**src/rtl/rv_wb_pkg.sv**
```systemverilog
// Shared writeback types: request payload and write-port source select.
package rv_wb_pkg;

    localparam int unsigned XLEN   = 32;
    localparam int unsigned REG_AW = 5;

    typedef struct packed {
        logic [REG_AW-1:0] rd;
        logic [XLEN-1:0]   data;
    } wb_req_t;

    typedef enum logic [1:0] {
        SRC_NONE = 2'd0,
        SRC_PIPE = 2'd1,
        SRC_BUF  = 2'd2,
        SRC_BYP  = 2'd3
    } wb_src_e;

endpackage

```
**src/rtl/wb_result_fifo.sv**
```systemverilog
// Small circular FIFO holding MDU results that could not be written on arrival.
module wb_result_fifo
    import rv_wb_pkg::*;
#(
    parameter int unsigned DEPTH = 2
) (
    input  logic                           clk,
    input  logic                           rst_n,
    input  logic                           push_i,
    input  wb_req_t                        push_data_i,
    input  logic                           pop_i,
    output wb_req_t                        head_o,
    output logic [$clog2(DEPTH+1)-1:0]     count_o
);

    localparam int unsigned PTR_W = (DEPTH > 1) ? $clog2(DEPTH) : 1;
    localparam int unsigned CNT_W = $clog2(DEPTH + 1);

    wb_req_t            mem_q [DEPTH];
    logic [PTR_W-1:0]   rd_ptr_q, rd_ptr_d;
    logic [PTR_W-1:0]   wr_ptr_q, wr_ptr_d;
    logic [CNT_W-1:0]   count_q, count_d;

    function automatic logic [PTR_W-1:0] ptr_inc(input logic [PTR_W-1:0] p);
        return (p == PTR_W'(DEPTH - 1)) ? '0 : p + PTR_W'(1);
    endfunction

    always_comb begin
        rd_ptr_d = rd_ptr_q;
        wr_ptr_d = wr_ptr_q;
        count_d  = count_q;
        if (push_i) wr_ptr_d = ptr_inc(wr_ptr_q);
        if (pop_i)  rd_ptr_d = ptr_inc(rd_ptr_q);
        unique case ({push_i, pop_i})
            2'b10:   count_d = count_q + CNT_W'(1);
            2'b01:   count_d = count_q - CNT_W'(1);
            default: count_d = count_q;
        endcase
    end

    always_ff @(posedge clk) begin
        if (!rst_n) begin
            rd_ptr_q <= '0;
            wr_ptr_q <= '0;
            count_q  <= '0;
        end else begin
            rd_ptr_q <= rd_ptr_d;
            wr_ptr_q <= wr_ptr_d;
            count_q  <= count_d;
        end
    end

    // Payload storage needs no reset; count gates every read.
    always_ff @(posedge clk) begin
        if (push_i) mem_q[wr_ptr_q] <= push_data_i;
    end

    assign head_o  = mem_q[rd_ptr_q];
    assign count_o = count_q;

endmodule

```
**src/rtl/wb_port_arbiter.sv**
```systemverilog
// Arbitrates the single register-file write port between writeback and the MDU,
// with a starvation guard on buffered results and a pending-destination scoreboard.
module wb_port_arbiter
    import rv_wb_pkg::*;
#(
    parameter int unsigned BUF_DEPTH = 2,
    parameter int unsigned AGE_MAX   = 4
) (
    input  logic                clk,
    input  logic                rst_n,
    input  logic                pipe_we,
    input  logic [REG_AW-1:0]   pipe_rd,
    input  logic [XLEN-1:0]     pipe_data,
    output logic                stall_wb,
    input  logic                mdu_valid,
    input  logic [REG_AW-1:0]   mdu_rd,
    input  logic [XLEN-1:0]     mdu_data,
    output logic                mdu_ready,
    input  logic                iss_valid,
    input  logic [REG_AW-1:0]   iss_rd,
    input  logic [REG_AW-1:0]   rs1_addr,
    input  logic [REG_AW-1:0]   rs2_addr,
    output logic                rs1_pending,
    output logic                rs2_pending,
    output logic                rf_we,
    output logic [REG_AW-1:0]   rf_waddr,
    output logic [XLEN-1:0]     rf_wdata
);

    localparam int unsigned CNT_W = $clog2(BUF_DEPTH + 1);
    localparam int unsigned AGE_W = 4;
    localparam int unsigned NREG  = 1 << REG_AW;

    logic [CNT_W-1:0]   count;
    wb_req_t            head;
    wb_req_t            mdu_req;
    wb_src_e            src;
    logic               pipe_req, mdu_keep, buf_nonempty, force_drain;
    logic               push, pop;

    logic [AGE_W-1:0]   age_q, age_d;
    logic [NREG-1:0]    pend_q, pend_d;
    logic               rf_we_q, rf_we_d;
    logic [REG_AW-1:0]  rf_waddr_q, rf_waddr_d;
    logic [XLEN-1:0]    rf_wdata_q, rf_wdata_d;

    assign pipe_req     = pipe_we && (pipe_rd != '0);
    assign buf_nonempty = (count != '0);
    assign mdu_ready    = (count < CNT_W'(BUF_DEPTH));
    // Results to x0 complete the handshake but are dropped here.
    assign mdu_keep     = mdu_valid && mdu_ready && (mdu_rd != '0);
    assign force_drain  = buf_nonempty &&
                          ((count == CNT_W'(BUF_DEPTH)) || (age_q == AGE_W'(AGE_MAX)));
    assign mdu_req      = '{rd: mdu_rd, data: mdu_data};

    // Fixed-priority source select for this cycle's write.
    always_comb begin
        src      = SRC_NONE;
        stall_wb = 1'b0;
        if (force_drain) begin
            src      = SRC_BUF;
            stall_wb = pipe_req;
        end else if (pipe_req) begin
            src = SRC_PIPE;
        end else if (buf_nonempty) begin
            src = SRC_BUF;
        end else if (mdu_keep) begin
            src = SRC_BYP;
        end
    end

    assign push = mdu_keep && (src != SRC_BYP);
    assign pop  = (src == SRC_BUF);

    wb_result_fifo #(
        .DEPTH       (BUF_DEPTH)
    ) u_fifo (
        .clk         (clk),
        .rst_n       (rst_n),
        .push_i      (push),
        .push_data_i (mdu_req),
        .pop_i       (pop),
        .head_o      (head),
        .count_o     (count)
    );

    always_comb begin
        rf_we_d    = (src != SRC_NONE);
        rf_waddr_d = rf_waddr_q;
        rf_wdata_d = rf_wdata_q;
        age_d      = age_q;
        pend_d     = pend_q;

        unique case (src)
            SRC_PIPE: begin
                rf_waddr_d = pipe_rd;
                rf_wdata_d = pipe_data;
            end
            SRC_BUF: begin
                rf_waddr_d = head.rd;
                rf_wdata_d = head.data;
            end
            SRC_BYP: begin
                rf_waddr_d = mdu_rd;
                rf_wdata_d = mdu_data;
            end
            default: ;
        endcase

        // Age counts only cycles where the head loses to the pipe.
        if (!buf_nonempty || pop) begin
            age_d = '0;
        end else if ((src == SRC_PIPE) && (age_q != AGE_W'(AGE_MAX))) begin
            age_d = age_q + AGE_W'(1);
        end

        // Clear before set so a same-cycle reissue keeps the bit.
        if (src == SRC_BUF) pend_d[head.rd] = 1'b0;
        if (src == SRC_BYP) pend_d[mdu_rd]  = 1'b0;
        if (iss_valid && (iss_rd != '0)) pend_d[iss_rd] = 1'b1;
        pend_d[0] = 1'b0;
    end

    always_ff @(posedge clk) begin
        if (!rst_n) begin
            rf_we_q    <= 1'b0;
            rf_waddr_q <= '0;
            rf_wdata_q <= '0;
            age_q      <= '0;
            pend_q     <= '0;
        end else begin
            rf_we_q    <= rf_we_d;
            rf_waddr_q <= rf_waddr_d;
            rf_wdata_q <= rf_wdata_d;
            age_q      <= age_d;
            pend_q     <= pend_d;
        end
    end

    assign rf_we       = rf_we_q;
    assign rf_waddr    = rf_waddr_q;
    assign rf_wdata    = rf_wdata_q;
    assign rs1_pending = pend_q[rs1_addr];
    assign rs2_pending = pend_q[rs2_addr];

endmodule

```
**config.mk**
```make
export PLATFORM = sky130hd
export DESIGN_NAME = wb_port_arbiter
export DESIGN_NICKNAME = d
export VERILOG_FILES = /design/src/rtl/rv_wb_pkg.sv /design/src/rtl/wb_result_fifo.sv /design/src/rtl/wb_port_arbiter.sv
export SDC_FILE = /design/constraint.sdc
export NUM_CORES = 1
export LEC_CHECK = 0
export ABC_AREA = 1
export CAP_MARGIN = 40
export CORE_ASPECT_RATIO = 0.8
export CORE_UTILIZATION = 54
export CTS_CLUSTER_DIAMETER = 30
export DETAILED_ROUTE_END_ITERATION = 16
export MAX_ROUTING_LAYER = met4
export PLACE_DENSITY = 0.78
export SLEW_MARGIN = 20
export SYNTH_ARGS = -nofsm -noshare
export SYNTH_HDL_FRONTEND = slang
export SYNTH_SLANG_ARGS = --single-unit
```
**constraint.sdc**
```tcl
create_clock -name clk -period 4.6 [get_ports clk]
set_input_delay 0.92 -clock clk [delete_from_list [all_inputs] [get_ports clk]]
set_output_delay 0.92 -clock clk [all_outputs]
set_load 0.005 [all_outputs]
```
# Word level (Yosys, flattened, before mapping)

Memories as Yosys holds them, arrays and structs flattened. A register that Yosys moved wholly into a read port is not among the register bits.
Index checks and enable logic that the tools add are counted.

Flip-flop bits (word level): 78
Bits in writable memories: 74
Output and inout port bits: 42
Logic and storage cells: 87
Memories kept: 1

Memory list:

| name         | words | width | read ports | clocked after memory_dff | write ports | RTL line             | RTL |
|---|---|---|---|---|---|---|---|
| u_fifo.mem_q | 2     | 37    | 1          | 1                        | 1           | wb_result_fifo.sv:19 | `wb_req_t mem_q [DEPTH];` |

Add/sub/neg operators: 5
Magnitude comparators: 9
Equality and inequality tests: 9
Muxes and demuxes: 27
Bitwise gates (word level): 6
Reduce and logical (&&, ||, !) cells: 21

Operators with widths:

| kind                                                                                | number |
|---|---|
| 32-bit 2-to-1 mux                                                                   | 3 |
| 32-bit one-hot mux with 3 select lines                                              | 1 |
| 32-bit bitwise AND                                                                  | 2 |
| 32-bit inverter                                                                     | 2 |
| 32-bit OR                                                                           | 1 |
| 5-bit by 6-bit less-than comparator with 1-bit output, second input constant        | 5 |
| 1-bit demux with 5-bit select                                                       | 3 |
| 5-bit by 1-bit greater-or-equal comparator with 1-bit output, second input constant | 3 |
| 5-bit one-hot mux with 3 select lines                                               | 1 |
| 5-bit nonzero test                                                                  | 3 |
| 1-bit 2-to-1 mux                                                                    | 12 |
| 1-bit binary-select mux with 5-bit select                                           | 2 |
| 1-bit logical AND                                                                   | 10 |
| 2-bit equality test, second input constant                                          | 4 |
| 2-bit 2-to-1 mux                                                                    | 4 |
| 2-bit nonzero test                                                                  | 3 |
| 4-bit by 1-bit adder with 4-bit output, second input constant                       | 1 |
| 2-bit by 1-bit equality test with 1-bit output, second input constant               | 2 |
| 4-bit by 3-bit equality test with 1-bit output, second input constant               | 1 |
| 4-bit by 3-bit inequality test with 1-bit output, second input constant             | 1 |
| 2-bit one-hot mux with 2 select lines                                               | 1 |
| 3-bit nonzero test                                                                  | 1 |
| 1-bit adder, second input constant                                                  | 2 |
| 2-bit by 1-bit adder with 2-bit output, second input constant                       | 1 |
| other kinds (7)                                                                     | 8 |

# Longest topological paths before layout

Depth after elaboration: 13
Depth in mapped cells: 13
Mapped depth without buffers: 13

# By module

A second synthesis with hierarchy kept.

Cells, all modules: 1027
Area, all modules: 8199.1 um2

Modules (own cells, without submodules):

| module          | times used | cells an instance | area an instance (um2) | seq. area each (um2) |
|---|---|---|---|---|
| wb_port_arbiter | 1          | 880               | 5161.2                 | 1461.4 |
| wb_result_fifo  | 1          | 147               | 3037.9                 | 2322.2 |

# Worst setup path after synthesis

No wires, ideal clock.

Kind: input -> register
From: input pipe_rd[4]
To: memory u_fifo.mem_q[0][0] (netlist name), enable pin
Setup time: 0.431 ns
Arrival time: 3.268 ns
Slack: 0.901 ns
Cell stages on the path: 8
Buffers on the path: 0
Path through: inv_1 nand3_1 nand2_1 nor2_4 nor2_2 nor2_1 inv_1 nor2_1

Cells in the longest elaborated chain, start to end: 8

RTL lines:

| element                                | RTL line              | RTL |
|---|---|---|
| start, declared                        | wb_port_arbiter.sv:12 | `input logic [REG_AW-1:0] pipe_rd,` |
| 5-bit nonzero test                     | wb_port_arbiter.sv:47 | `assign pipe_req = pipe_we && (pipe_rd != '0);` |
| 1-bit logical AND                      | wb_port_arbiter.sv:47 |  |
| 2-bit 2-to-1 mux                       | wb_port_arbiter.sv:63 | `end else if (pipe_req) begin` |
| 2-bit 2-to-1 mux                       | wb_port_arbiter.sv:60 | `if (force_drain) begin` |
| 2-bit inequality test                  | wb_port_arbiter.sv:72 | `assign push = mdu_keep && (src != SRC_BYP);` |
| 1-bit logical AND                      | wb_port_arbiter.sv:72 |  |
| 1-bit 2-to-1 mux                       | wb_result_fifo.sv:55  | `if (push_i) mem_q[wr_ptr_q] <= push_data_i;` |
| 1-bit 2-to-1 mux (not written as such) | wb_result_fifo.sv:55  |  |
| end, declared                          | wb_result_fifo.sv:19  |  |

No other way between the ends.

# Worst setup path after layout

From: input rs2_addr[0]
To: output rs2_pending

Cells in the longest elaborated chain, start to end: 2

RTL lines:

| element                                   | RTL line               | RTL |
|---|---|---|
| start, declared                           | wb_port_arbiter.sv:22  | `input logic [REG_AW-1:0] rs2_addr,` |
| 1-bit binary-select mux with 5-bit select | wb_port_arbiter.sv:144 | `assign rs2_pending = pend_q[rs2_addr];` |
| 1-bit 2-to-1 mux (not written as such)    | wb_port_arbiter.sv:144 |  |
| end, declared                             | wb_port_arbiter.sv:24  | `output logic rs2_pending,` |

No other way between the ends. The select of a mux whose other input is x is not followed.

==> impl_metrics.json <==
{
  "outcome": "completed",
  "met1_usage_pct": 48.4,
  "slew_viol_final": 0,
  "cpMaxStageDelayCell": "clkdlybuf4s50_1",
  "grt_max_degree": 66,
  "postCtsHoldBufs": 0,
  "htreeDepth": 4,
  "drt_iter0_drc": 904,
  "min_delay_path_depth": 2,
  "synth_fp_nets": 1184,
  "num_vias": 7685,
  "die_w_um": 137,
  "worstSkewPairLatency_ns": 0.42,
  "rr_endpoint": "u_fifo.mem_q[0][9]",
  "setup_viol_count_final": 0,
  "clockPowerShare_pct": 26.3,
  "power.density_mw_per_mm2": 544,
  "vdd_drop_max_v": 0.000731,
  "detailed_place_hpwl_um": 15600,
  "core_area_mm2": 0.0142,
  "hold_path_class": "reg -> reg",
  "drive_above_1_share_pct": 5.17,
  "clk_path_buf_depth": 2,
  "crit_arrival_ns": 2.91,
  "post_dp_cell_area_mm2": 0.00934,
  "post-route-period-util_pct": 83.2,
  "power_leakage_nw": 3.94,
  "power.internal_mw": 3.36,
  "cp_common_cell": "nand2_1",
  "rsz0062_at_grt": "no",
  "place_ws_ns": 0.796,
  "gr-usage-all-layers_pct": 32.5,
  "gp_congestion": 0.954,
  "busiest_layer": "met1",
  "critical_path_class": "in -> out",
  "cp_top_family": "buffers and inverters",
  "drt-total-wl_um": 23100,
  "finalInstanceArea_mm2": 0.00994,
  "ant_nets": 0,
  "yosys.cell_types.count": 31,
  "crit_fanout": 20,
  "critPathCaptureType": "primary output",
  "fin_ws_ns": 0.774,
  "first_pass_iters": 5,
  "tightest_slew_ns": 0.780,
  "start_util_pct": 55.1,
  "grt_pass1_vias": 6608,
  "skew_ns": 0.0100,
  "period_minus_slack_ns": 3.83,
  "synth_top_area_share_pct": 28.3,
  "slew_headroom_pct": 47.8,
  "fin_setup_tns_ns": 0,
  "wl_per_cell_um": 16.4,
  "overflow": 0,
  "synth.largest_area_cell": "edfxtp_1",
  "synth_cells": 1087,
  "critical-path-max-stage-delay_ns": 0.49,
  "min_from": "rf_wdata[9]",
  "clock-root-buffer": "clkbuf_16",
  "critPathLaunchType": "input port",
  "cp_num_buf_inv": 4,
  "min_to": "rf_wdata[9]",
  "grt_pass1_wl_um": 35300,
  "portBuffers": 135,
  "path_cells": "clkdlybuf4s50_1 > buf_4 > inv_1 > a21oi_1 > o21ai_0 > nand3_1 > nand3_1 > nand2_1 > nand2_1 > nand2_1 > clkdlybuf4s50_1",
  "p_sw_share_pct": 37.7,
  "nNetsFinal": 1302,
  "drc": 0,
  "yosysSeqAreaShare_pct": 48.2,
  "grt_use_met3_pct": 7.19,
  "async_reset_ff_share_pct": 0,
  "cts_resized": 0,
  "r2r_slack_ns": 2.15,
  "syn_area_per_cell_um2": 7.22,
  "r2r-start": "age_q[0]",
  "r2r_cells": 10,
  "fmax_mhz": 261,
  "cap_violations": 0,
  "pwr-share-seq_pct": 34.9,
  "syn_area_mm2": 0.00785,
  "cts_tree": "built",
  "dieArea_mm2": 0.0150,
  "p_sw_mw": 2.04,
  "row_count": 39,
  "io_pins": 136,
  "syn_to_final_growth_pct": 26.6,
  "antenna_found_initial": 0,
  "cts.clk_slew.worst_paths_ns": 0.06,
  "yosys_most_used_dff": "dfxtp_1",
  "synth_edf_count": 74,
  "synth_seq_cells": 152,
  "viasPerCell": 5.48,
  "clock-sinks": 152,
  "numCtsBuffers": 17,
  "antenna_cells": 0,
  "cp_data_required_time_ns": 3.68,
  "yosys_warnings": 0,
  "die_height_um": 110,
  "finalHoldViolCount": 0,
  "cts_setup_buffers": 0,
  "synth_area_leaders": "edfxtp_1, dfxtp_1, nand2_1, nor2_1, nand3_1",
  "pwr-share-comb_pct": 38.9,
  "globalRouteMet2Util_pct": 44.9
}
## logic make-up (layout without fill, tap and decap cells)
| family | Yosys count | count (layout) | share of synthesized area, % |
|---|---|---|---|
| buffers and inverters | 118 | 249 | 6.45 |
| AND/OR/NAND/NOR | 647 | 647 | 33.9 |
| adder cells (fa/ha/maj) | 3 | 3 | 0.478 |
| flip-flops | 152 | 152 | 48.2 |
| XOR/XNOR | 1 | 1 | 0.112 |
| AO/OA/AOI/OAI | 166 | 166 | 10.9 |
## state kept, by name, summed over array words and instances (netlist names), named ones only
signal and flops:
age_q 4, pend_q 31, rf_waddr 5, rf_wdata 32, rf_we 1, u_fifo.count_o 2
u_fifo.mem_q 74, u_fifo.rd_ptr_q 1, u_fifo.wr_ptr_q 1
## power groups by stage
stage          sequential, mW  clock, mW  combinational [mW]
3_3_place_gp             1.90          0                2.03
6_report                 1.88       1.42                2.10
5_1_grt                  1.91       1.49                2.31
4_1_cts                  1.88       1.43                2.09
2_1_floorplan            1.90          0                1.27
3_5_place_dp             1.91          0                2.08
## layout by cell type (no fill, tap or decap), types with 4 or more instances in the layout
master	count
nand2_1	362
nor2_4	5
nand4_1	9
inv_1	64
dfxtp_1	78
clkbuf_16	17
a21oi_1	89
o21ai_1	32
nand3_1	94
clkdlybuf4s50_1	135
nor2_1	163
edfxtp_1	74
inv_6	4
buf_4	11
o21ai_0	37
## through the flow
step	power, mW	utilization (%)	std cells	hold WS (ns)
6_report	5.40	69.8	1402	0.451
5_1_grt	5.72	69.8	1402	0.466
4_1_cts	5.39	69.8	1402	0.451
3_5_place_dp	3.98	65.6	1370	0.438
2_1_floorplan	3.16	-	1087	0.425
3_3_place_gp	3.92	65.4	1369	0.435
## synthesized netlist by cell type (6+ instances only)
| master | n |
|---|---|
| nand2_1 | 362 |
| buf_2 | 15 |
| nand4_1 | 9 |
| nor2_1 | 164 |
| o21ai_0 | 37 |
| edfxtp_1 | 74 |
| inv_1 | 64 |
| o21ai_1 | 32 |
| dfxtp_1 | 78 |
| clkbuf_1 | 26 |
| buf_4 | 6 |
| a21oi_1 | 89 |
| nand3_1 | 94 |
## worst register-to-register path, delay by kind of cell (launching register included)
kind,cells,cell delay [ns]
fa+ha+maj,1,0.21
buf+inv,3,0.63
flops,1,0.37
simple gates,6,0.85
## worst max-delay path by stage
stage / from / endpoint / slack (ns) / cells past startpoint
finish: rs2_addr[0] / rs2_pending / 0.77 / 11
global route: rs2_addr[0] / rs2_pending / 0.54 / 12
CTS: rs2_addr[0] / rs2_pending / 0.80 / 11
detailed placement: rs2_addr[0] / rs2_pending / 0.80 / 11
global placement: rs2_addr[0] / rs2_pending / 0.79 / 12
floorplan: pipe_rd[4] / u_fifo.mem_q[0][0] / 0.90 / 8
## per-layer routing
| metal | vias up | part of all wire, % |
|---|---|---|
| met3 | 23 | 10 |
| met4 | 0 | 1.1 |
| met1 | 3522 | 47 |
| met2 | 354 | 42 |
| met5 | - | 0 |
| li1 | 3786 | - |
## final cells by class
| type | count | area, um2 |
|---|---|---|
| clock buffers | 17 | 425 |
| clock inverters | 15 | 175 |
| fillers | 1211 | 4310 |
| inverters | 68 | 255 |
| multi-input cells | 817 | 3570 |
| flip-flops and latches | 152 | 3780 |
| well taps | 184 | 230 |
| repair buffers | 149 | 1500 |
No activity file was read; power rests on OpenSTA's default activity.
==> edit: new RTL, config.mk and constraints unchanged <==
The package constant `XLEN` goes from 32 to 36.
--- a/src/rtl/rv_wb_pkg.sv
+++ b/src/rtl/rv_wb_pkg.sv
@@ -1,7 +1,7 @@
 // Shared writeback types: request payload and write-port source select.
 package rv_wb_pkg;
 
-    localparam int unsigned XLEN   = 32;
+    localparam int unsigned XLEN   = 36;
     localparam int unsigned REG_AW = 5;
 
     typedef struct packed {
Ports: changed (resized mdu_data, pipe_data and rf_wdata); port bits go from 136 to 148. No check against the original RTL was run, so the function may have changed too.
==> edit against the unedited design <==
- sequential share of layout area grew 0.82 points
- setup slack lost 24 ps
- power increased by 0.50%
- area after synthesis grew 6.9%
- global-route usage is 0.14 points lower
- first-iteration DRC count fell by 8.6%
- final area grew 6.2%
- sequential power up 6%
- register-to-register slack worse by 220 ps
- non-clock buffer count increased by 8
- utilization up 0.068 points
- fmax decreased by 0.63%
- routed wire length increased by 6.3%
- sequential cell count grew 12
==> edit: results (changes against the unedited design) <==
synth:
  ys_types: 30  # -3.2%
  synth_edf_count: 82  # +11%
  synth_area_leaders: "edfxtp_1, dfxtp_1, nand2_1"
  ys_seq_area_share_pct: 48.87  # +0.69 points
  synth_ff_type: "edfxtp_1"
  syn_nets: 1245  # +5.2%
  synthTopCellsByCount: "nand2_1, nor2_1, a21oi_1, dfxtp_1, edfxtp_1"
  netlist_instances: 1140  # +4.9%
global_routing:
  grt_use_total_pct: 32.40  # -0.14 points
  grt_first_pass_wirelength_um: 38270  # +8.4%
  grt_pass1_vias: 7262  # +9.9%
  grt_max_degree: 60  # -9.1%
routing:
  routed_wl_um: 24500  # +6.3%
  vias: 7915  # +3.0%
  drtIter0Drc: 826  # -8.6%
place:
  dpl.hpwl_um: 16460  # +5.6%
  port-buffer-count: 147  # +8.9%
  dp_cells: 1456  # +6.3%
  place_ws_ps: 760.5  # -35.16 ps
layout:
  fin_nets: 1370  # +5.2%
  largest_reg_flops: 82  # +11%
  drive_gt1_share_pct: 5.168  # about the same
  top_register: "u_fifo.mem_q"
power_and_ir_drop:
  p_leak_nw: 4.170  # +5.8%
  p_int_mw: 3.400  # +1.1%
setup_path:
  worstPathArrival_ps: 2930  # +20 ps
  path_max_fanout: 10  # -50%
  critPathMaxStageDelay_ps: 690  # +200 ps
status:
  outcome: "complete, no violations"
sta:
  worst_pin_slew_ps: 820.3  # +40.30 ps
  finClkSkew_ps: 7.307  # -2.691 ps
==> edit: worst reg2reg max path: cells and delay by family (launching register included) <==
| family | cells | cell delay, ps |
|---|---|---|
| simple gates | 6 | 1280 |
| flops | 1 | 380 |
| buf+inv | 3 | 490 |
| fa+ha+maj | 1 | 210 |
==> edit: worst paths after layout <==
check                                  start                   to  cells past startpoint  slack (ps)
worst max-delay path             rs2_addr[1]          rs2_pending                     10         750
worst min-delay path            rf_wdata[12]         rf_wdata[12]                      2         450
worst min register to register  rf_wdata[12]         rf_wdata[12]                      2         450
worst max register to register      age_q[0]  u_fifo.mem_q[1][26]                     10        1930
==> edit: logic make-up (layout without fill, tap and decap cells) <==
family                     after synthesis  in the layout  synth area share, %
and+or+nand+nor                        679            679                33.18
adders and majority gates                3              3               0.4471
AOI/OAI and AO/OA                      171            171                10.40
xor gates and xnor gates                 2              2               0.2087
DFF                                    164            164                48.87
buffers and inverters                  121            258                6.884
==> edit: power groups by stage <==
| stage | Sequential, mW | Combinational (mW) | Clock [mW] |
|---|---|---|---|
| 2_1_floorplan | 2.02 | 1.26 | 0 |
| 3_3_place_gp | 2.03 | 1.91 | 0 |
| 3_5_place_dp | 2.02 | 2.00 | 0 |
| 4_1_cts | 1.99 | 2.01 | 1.42 |
| 5_1_grt | 2.02 | 2.24 | 1.48 |
| 6_report | 1.99 | 2.02 | 1.41 |
==> edit: metal layers <==
metal  up-vias  track usage (%)  part of all wire, %
li1       3938                -                    -
met1      3581            46.65                   46
met2       355            45.61                   42
met3        41            6.465                  9.8
met4         0            10.68                  1.9
met5         -                -                    0
==> edit: final cells by class <==
class,instances,area (um^2)
multi-input cells,855,3730
repair buffers,157,1612
inverters,70,265.3
flip-flops and latches,164,4104
fillers,1270,4559
clock inverters,14,156.4
clock buffers,17,425.4
well taps,210,262.8
